==> src/rtl/parity_frame_rx_pkg.sv <==
// Shared definitions for the parity frame link: receiver state encodings and line levels.
// The transmitter imports the same package, so the two ends agree on encodings.
package parity_frame_rx_pkg;

    typedef enum logic [2:0] {
        ST_IDLE      = 3'd0,
        ST_DATA      = 3'd1,
        ST_PARITY    = 3'd2,
        ST_STOP      = 3'd3,
        ST_WAIT_HIGH = 3'd4
    } rx_state_t;

    localparam logic LINE_IDLE = 1'b1;
    localparam int   CNT_W     = 5;

endpackage

==> src/rtl/parity_frame_rx_xor_nand2.sv <==
// Two-input XOR built purely from four NAND gates, used as the serial parity accumulator cell.
module xor_nand2 (
    output logic o_y,
    input  logic i_a,
    input  logic i_b
);

    logic w_n1;
    logic w_n2;
    logic w_n3;

    assign w_n1 = ~(i_a & i_b);
    assign w_n2 = ~(i_a & w_n1);
    assign w_n3 = ~(i_b & w_n1);
    assign o_y  = ~(w_n2 & w_n3);

endmodule

==> src/rtl/parity_frame_rx.sv <==
// Strobed serial frame receiver: start, DATA_W bits LSB-first, parity, stop.
// Presents the word with parity/framing status and a one-cycle valid pulse.
module parity_frame_rx
    import parity_frame_rx_pkg::*;
#(
    parameter int DATA_W = 8,
    parameter int ODD    = 0
) (
    input  logic              clk,
    input  logic              rst,
    input  logic              bit_en,
    input  logic              rx_in,
    output logic [DATA_W-1:0] data_out,
    output logic              data_valid,
    output logic              parity_err,
    output logic              frame_err,
    output logic              busy
);

    localparam logic [CNT_W-1:0] LAST_BIT = CNT_W'(DATA_W - 1);
    localparam logic             ODD_BIT  = (ODD != 0) ? 1'b1 : 1'b0;

    rx_state_t          r_state;
    logic [CNT_W-1:0]   r_cnt;
    logic               r_acc;
    logic               r_perr;
    logic [DATA_W-1:0]  r_shift;
    logic [DATA_W-1:0]  r_data;
    logic               r_valid;
    logic               r_parity_err;
    logic               r_frame_err;
    logic               r_busy;
    logic               w_acc_next;

    xor_nand2 u_acc_xor (
        .o_y (w_acc_next),
        .i_a (r_acc),
        .i_b (rx_in)
    );

    // Frame sequencing; every output is registered here and only strobes advance state.
    always_ff @(posedge clk) begin
        if (rst) begin
            r_state      <= ST_IDLE;
            r_cnt        <= {CNT_W{1'b0}};
            r_acc        <= 1'b0;
            r_perr       <= 1'b0;
            r_shift      <= {DATA_W{1'b0}};
            r_data       <= {DATA_W{1'b0}};
            r_valid      <= 1'b0;
            r_parity_err <= 1'b0;
            r_frame_err  <= 1'b0;
            r_busy       <= 1'b0;
        end else begin
            r_valid <= 1'b0;
            if (bit_en) begin
                case (r_state)
                    ST_IDLE: begin
                        if (rx_in != LINE_IDLE) begin
                            r_acc   <= 1'b0;
                            r_cnt   <= {CNT_W{1'b0}};
                            r_busy  <= 1'b1;
                            r_state <= ST_DATA;
                        end else begin
                            r_state <= ST_IDLE;
                        end
                    end
                    ST_DATA: begin
                        for (int i = 0; i < DATA_W; i++) begin
                            if (r_cnt == CNT_W'(i)) begin
                                r_shift[i] <= rx_in;
                            end
                        end
                        r_acc <= w_acc_next;
                        // Counter holds at the last index so it never wraps inside a frame.
                        if (r_cnt == LAST_BIT) begin
                            r_state <= ST_PARITY;
                        end else begin
                            r_cnt <= r_cnt + 5'd1;
                        end
                    end
                    ST_PARITY: begin
                        r_perr  <= w_acc_next ^ ODD_BIT;
                        r_state <= ST_STOP;
                    end
                    ST_STOP: begin
                        r_data       <= r_shift;
                        r_parity_err <= r_perr;
                        r_frame_err  <= (rx_in != LINE_IDLE);
                        r_valid      <= 1'b1;
                        r_busy       <= 1'b0;
                        r_state      <= (rx_in == LINE_IDLE) ? ST_IDLE : ST_WAIT_HIGH;
                    end
                    ST_WAIT_HIGH: begin
                        // A held-low line must return high before another start is seen.
                        if (rx_in == LINE_IDLE) begin
                            r_state <= ST_IDLE;
                        end else begin
                            r_state <= ST_WAIT_HIGH;
                        end
                    end
                    default: begin
                        r_busy  <= 1'b0;
                        r_state <= ST_IDLE;
                    end
                endcase
            end
        end
    end

    assign data_out   = r_data;
    assign data_valid = r_valid;
    assign parity_err = r_parity_err;
    assign frame_err  = r_frame_err;
    assign busy       = r_busy;

endmodule

==> config.mk <==
export PLATFORM = sky130hd
export DESIGN_NAME = parity_frame_rx
export DESIGN_NICKNAME = d
export VERILOG_FILES = /design/src/rtl/parity_frame_rx_pkg.sv /design/src/rtl/parity_frame_rx_xor_nand2.sv /design/src/rtl/parity_frame_rx.sv
export SDC_FILE = /design/constraint.sdc
export NUM_CORES = 1
export LEC_CHECK = 0
export CAP_MARGIN = 5
export CORE_UTILIZATION = 30
export DETAILED_ROUTE_END_ITERATION = 8
export GPL_TIMING_DRIVEN = 0
export SYNTH_ARGS = -nofsm -noshare
export SYNTH_HDL_FRONTEND = slang
export SYNTH_SLANG_ARGS = --single-unit
==> constraint.sdc <==
create_clock -name clk -period 1.7 [get_ports clk]
set_input_delay 0.255 -clock clk [delete_from_list [all_inputs] [get_ports clk]]
set_output_delay 0.255 -clock clk [all_outputs]
set_load 0.05 [all_outputs]
* Word level (Yosys, flattened, before mapping)
Cells that the tools add are included.
** Word-level totals
- Bits in registers :: 30
- Bits of input ports :: 4
- Logic and storage cells :: 75
** Operators by class
- Add/sub/neg operators :: 1
- Equal/unequal tests :: 14
- Multiplexer cells :: 12
- Bitwise operators :: 11
- Reductions and logical operators :: 20
** Operators by type and width (count)
- 3-bit AND reduction :: 10
- 5-bit by 3-bit == test with 1-bit output (second input constant) :: 4
- 3-bit case mux with 4 select lines :: 1
- 5-bit by 2-bit == test with 1-bit output (second input constant) :: 2
- 5-bit 2-to-1 mux :: 2
- 5-bit case mux with 2 select lines :: 1
- 1-bit NOT :: 7
- 3-bit by 2-bit == test with 1-bit output (second input constant) :: 2
- 3-bit 2-to-1 mux :: 2
- 2-bit != test (second input constant) :: 3
- 2-bit AND reduction :: 3
- 5-bit by 1-bit adder with 5-bit output (second input constant) :: 1
- 5-bit by 1-bit == test with 1-bit output (second input constant) :: 1
- 5-bit logical NOT :: 1
- 1-bit bitwise AND :: 4
- 1-bit 2-to-1 mux :: 4
- 1-bit case mux with 2 select lines :: 2
- 4-bit AND reduction :: 1
- 2-bit OR reduction :: 2
- 3-bit by 1-bit == test with 1-bit output (second input constant) :: 1
- 3-bit == test (second input constant) :: 1
- 3-bit logical NOT :: 1
- 3-bit OR reduction :: 1
- 2-bit nonzero test :: 1

* Depth between registers and ports, before layout
- Depth after elaboration :: 7
- Mapped depth :: 6

* Modules after synthesis
From an unflattened synthesis, not the netlist that was laid out.
** Unflattened totals
- Cells, all modules :: 157
- Area, all modules :: 1371.3 sq um
** By module, submodules not included
- parity_frame_rx :: times used 1, cells each 156, area an instance 1362.6 sq um, sequential area each 600.6 sq um
- xor_nand2 :: times used 1, cells each 1, area an instance 8.8 sq um, sequential area each 0.0 sq um

* Least setup slack after synthesis
Ideal clock, no wire load.
- Path type :: register to register
- Start :: register r_cnt[0]
- End :: register r_cnt[3]
- Library setup time :: 0.120 ns
- Arrival time :: 1.587 ns
- Path slack :: -0.007 ns
- Stages on the path, launching flop included :: 6
- Path buffers :: 0
- Cell sequence :: dfxtp_1 ha_1 and4bb_4 a2111oi_4 nor2_2 a211o_1
** Between the ends
- Longest elaborated chain between the ends :: 3
- Elaborated cells on any way between the ends :: 6
** RTL lines
- start: declaration :: RTL line parity_frame_rx.sv:24 : logic [CNT_W-1:0] r_cnt;
- start signal: assignment :: RTL line parity_frame_rx.sv:45 : r_cnt <= {CNT_W{1'b0}};
- start signal: assignment :: RTL line parity_frame_rx.sv:61 : r_cnt <= {CNT_W{1'b0}};
- start signal: assignment :: RTL line parity_frame_rx.sv:79 : r_cnt <= r_cnt + 5'd1;
- 5-bit by 1-bit adder with 5-bit output / 5-bit by 3-bit == test with 1-bit output (equally long branches) :: RTL line parity_frame_rx.sv:79, parity_frame_rx.sv:76
- 5-bit 2-to-1 mux / 2-bit != test (equally long branches)
- 5-bit case mux with 2 select lines / 4-bit AND reduction (equally long branches)
Parallel ways exist; a longest one is shown, timed or not. The select of a mux whose other input is x is not followed.
A chain may end at the register's enable or synchronous reset.

* Worst setup path in the final report
- Start :: register r_busy (netlist: busy)
- End :: output busy
** RTL lines
- start: declaration :: RTL line parity_frame_rx.sv:32 : logic r_busy;
- start signal: assignment :: RTL line parity_frame_rx.sv:53 : r_busy <= 1'b0;
- start signal: assignment :: RTL line parity_frame_rx.sv:62 : r_busy <= 1'b1;
- start signal: assignment :: RTL line parity_frame_rx.sv:91 : r_busy <= 1'b0;
- end: declaration :: RTL line parity_frame_rx.sv:17 : output logic busy
No word-level cell between the ends.

==> impl_metrics.env <==
export IMPL_status="completed"
export IMPL_worstPathRequired_ns=1.44
export IMPL_yosysSeqAreaShare=0.4301
export IMPL_finalCritPeriodShare=0.9817
export IMPL_cts_htree_levels=2
export IMPL_crit_arrival_ns=1.41
export IMPL_die_w_um=70.23
export IMPL_p_per_area_nw_per_um2=803.5
export IMPL_cap_violations=0
export IMPL_path_buf_inv=1
export IMPL_yosys_area_top_type="dfxtp_1"
export IMPL_place_ws_ns=-0.4489
export IMPL_tightest_slew_ns=0.5110
export IMPL_avgSynthCellArea_um2=8.727
export IMPL_max_stage_delay_ns=0.80
export IMPL_finalHoldViolations=0
export IMPL_hold_path_class="reg2reg"
export IMPL_whs_path_depth=2
export IMPL_r2r_end="r_cnt[3]"
export IMPL_start_util=0.3163
export IMPL_core_area_um2=4414
export IMPL_io_pins=16
export IMPL_wl_met2_mm=1.332
export IMPL_worst_path_max_fanout=2
export IMPL_cp_depth=1
export IMPL_finalSetupViolCount=0
export IMPL_yosys_top_cells_area="dfxtp_1 43%, a21oi_1 5.7%, nand2_1 5.6%"
export IMPL_yosys_register_bits=30
export IMPL_firstDrtPassIters=4
export IMPL_finalCriticalPeriod_ns=1.669
export IMPL_ant_nets=0
export IMPL_syn_to_final_growth_pct=24.64
export IMPL_die_h_um=70.23
export IMPL_cts_buffers=5
export IMPL_insertion_delay_ns=0.28
export IMPL_io_buffers=15
export IMPL_final_fill_count=455
export IMPL_rsz0062_at_grt="false"
export IMPL_cts_sinks=30
export IMPL_clk_pin_slew_ns=0.06
export IMPL_finalPower_uw=1399
export IMPL_synth_top_area_frac=0.4301
export IMPL_drt_initial_drc_count=53
export IMPL_post_dp_cell_area_um2=1612
export IMPL_top_layer="met4"
export IMPL_drive_gt1_frac=0.1297
export IMPL_hold_path_startpoint="r_shift[5]"
export IMPL_syn_num_nets=168
export IMPL_drt_total_wl_mm=2.999
export IMPL_synth_warnings=0
export IMPL_diodes=0
export IMPL_yosys_cell_count_top_type="dfxtp_1"
export IMPL_skew_ns=0.002730
export IMPL_wl_met1_mm=1.531
export IMPL_worstHoldEndpoint="data_out[5]"
export IMPL_reg2reg_depth=5
export IMPL_ir_drop_mv=0.3814
export IMPL_r2r_start="r_cnt[0]"
export IMPL_startpoint_type="flop"
export IMPL_slew_viol_final=0
export IMPL_cp_slowest_cell="clkdlybuf4s50_1"
export IMPL_startpoint="busy"
export IMPL_ff2ff_setup_slack_ns=0.06
export IMPL_synth_distinct_cells=39
export IMPL_crit_family="buffers and inverters"
export IMPL_nNetsFinal=192
export IMPL_fin_hold_ws_ns=0.4495
export IMPL_synth_cells=160
export IMPL_endpoint_kind="output port"
export IMPL_final_cell_area_um2=1740
export IMPL_grt_pass1_vias=1129
export IMPL_grt_pass1_wl_mm=5.250
export IMPL_path_class="reg2out"
export IMPL_crit_chain="clkdlybuf4s50_1"
export IMPL_cts_tree="built"
export IMPL_vias=1169
export IMPL_rows=24
export IMPL_wl_per_cell_um=12.65
export IMPL_fmax_mhz=599.2
export IMPL_ys_flop_type="dfxtp_1"
export IMPL_routed_via_density=4.932
export IMPL_synthArstFlopShare=0
export IMPL_ys_top_cells_by_count="30 x dfxtp_1, 21 x nand2_1, 18 x nor2_1"
export IMPL_slew_limit_headroom=0.6593
export IMPL_die_area_um2=4932
export IMPL_met3WireLength_um=99
export IMPL_clockRootBuffer="clkbuf_8"
export IMPL_grt_overflow_total=0
export IMPL_antenna_found_initial=0
export IMPL_p_leak_uw=0.0006806
export IMPL_hpwl_mm=2.058
export IMPL_grtUsageTotal=0.1341
export IMPL_grt_max_degree=11
export IMPL_finalWeightedCongestion=0.7994
export IMPL_clockBufferDepth=2
export IMPL_synth_cell_area_um2=1396
export IMPL_post_route_drc_count=0
export IMPL_synth_edf_count=0
export IMPL_fin_ws_ns=0.03112
==> cell type report <==
cell class / count / area [um^2] / area share
Inverter: 4 / 15.01 / 0.008627
Multi-Input combinational cell: 115 / 745.7 / 0.4285
Clock inverter: 1 / 5.005 / 0.002876
Tap cell: 52 / 65.06 / 0.03738
Sequential cell: 30 / 601.8 / 0.3458
Timing Repair Buffer: 17 / 171.4 / 0.09849
Buffer: 11 / 50.05 / 0.02876
Clock buffer: 7 / 86.33 / 0.04960
==> per-layer routing <==
layer / global-route usage / up-vias
li1: - / 614
met1: 0.1787 / 530
met2: 0.2085 / 20
met3: 0.03463 / 5
met4: 0.04667 / 0
met5: 0 / -
==> per-stage QoR <==
step	TNS, ns	std cells	utilization
floorplan	0	160	-
global route	0	237	0.3943
detailed placement	-5.707	227	0.3651
CTS	0	237	0.3900
global placement	-5.425	227	0.3651
finish	0	237	0.3943
==> where the power goes <==
part | leakage [uW] | internal [uW] | switching [uW]
clock network | 0.0000482 | 326 | 262
registers | 0.000243 | 710 | 7.08
logic | 0.000390 | 35.8 | 58.2
==> worst max-delay path by stage <==
| stage | to | slack (ns) |
|---|---|---|
| 6_report | busy | 0.03 |
| 5_1_grt | busy | 0.003 |
| 4_1_cts | r_cnt[3] | 0.009 |
| 3_5_place_dp | r_shift[0] | -0.45 |
| 3_3_place_gp | r_shift[0] | -0.45 |
| 2_1_floorplan | r_cnt[3] | 0.05 |
==> state kept, by name, summed over array words and instances, names as in the netlist <==
name,flops
data_out,8
r_shift,8
r_cnt,5
r_state,3
busy,1
data_valid,1
frame_err,1
parity_err,1
r_acc,1
r_perr,1
==> what timing repair did <==
item,CTS,global route
gates resized for setup,4,12
hold buffers,0,0
pin swaps,1,1
setup endpoints to repair,5,25
setup buffers,2,0
==> layout by cell type, fill, tap and decap left out, types with 2 or more instances in the layout <==
master,instances
o31ai_1,4
buf_4,2
mux2i_1,7
clkdlybuf4s50_1,11
inv_1,4
nor4_1,4
a21oi_1,16
dlymetal6s2s_1,3
clkbuf_1,5
nor2b_1,4
and3_1,2
a211oi_1,2
nand2_1,21
buf_2,2
nand3_1,5
nand2b_1,4
nor2_1,18
clkbuf_8,6
ha_1,3
dfxtp_1,29
clkbuf_2,5
==> cells by family (layout without fill, tap and decap cells) <==
kind of cell,count (synthesis),in the layout,synth area share
DFF,30,30,0.4301
buffers and inverters,15,40,0.04211
muxes,8,8,0.05825
and+or+nand+nor,71,71,0.2724
xor gates and xnor gates,1,1,0.006274
adders and majority gates,5,5,0.04301
AOI/OAI and AO/OA,30,30,0.1479
(Power assumes the default switching activity.)
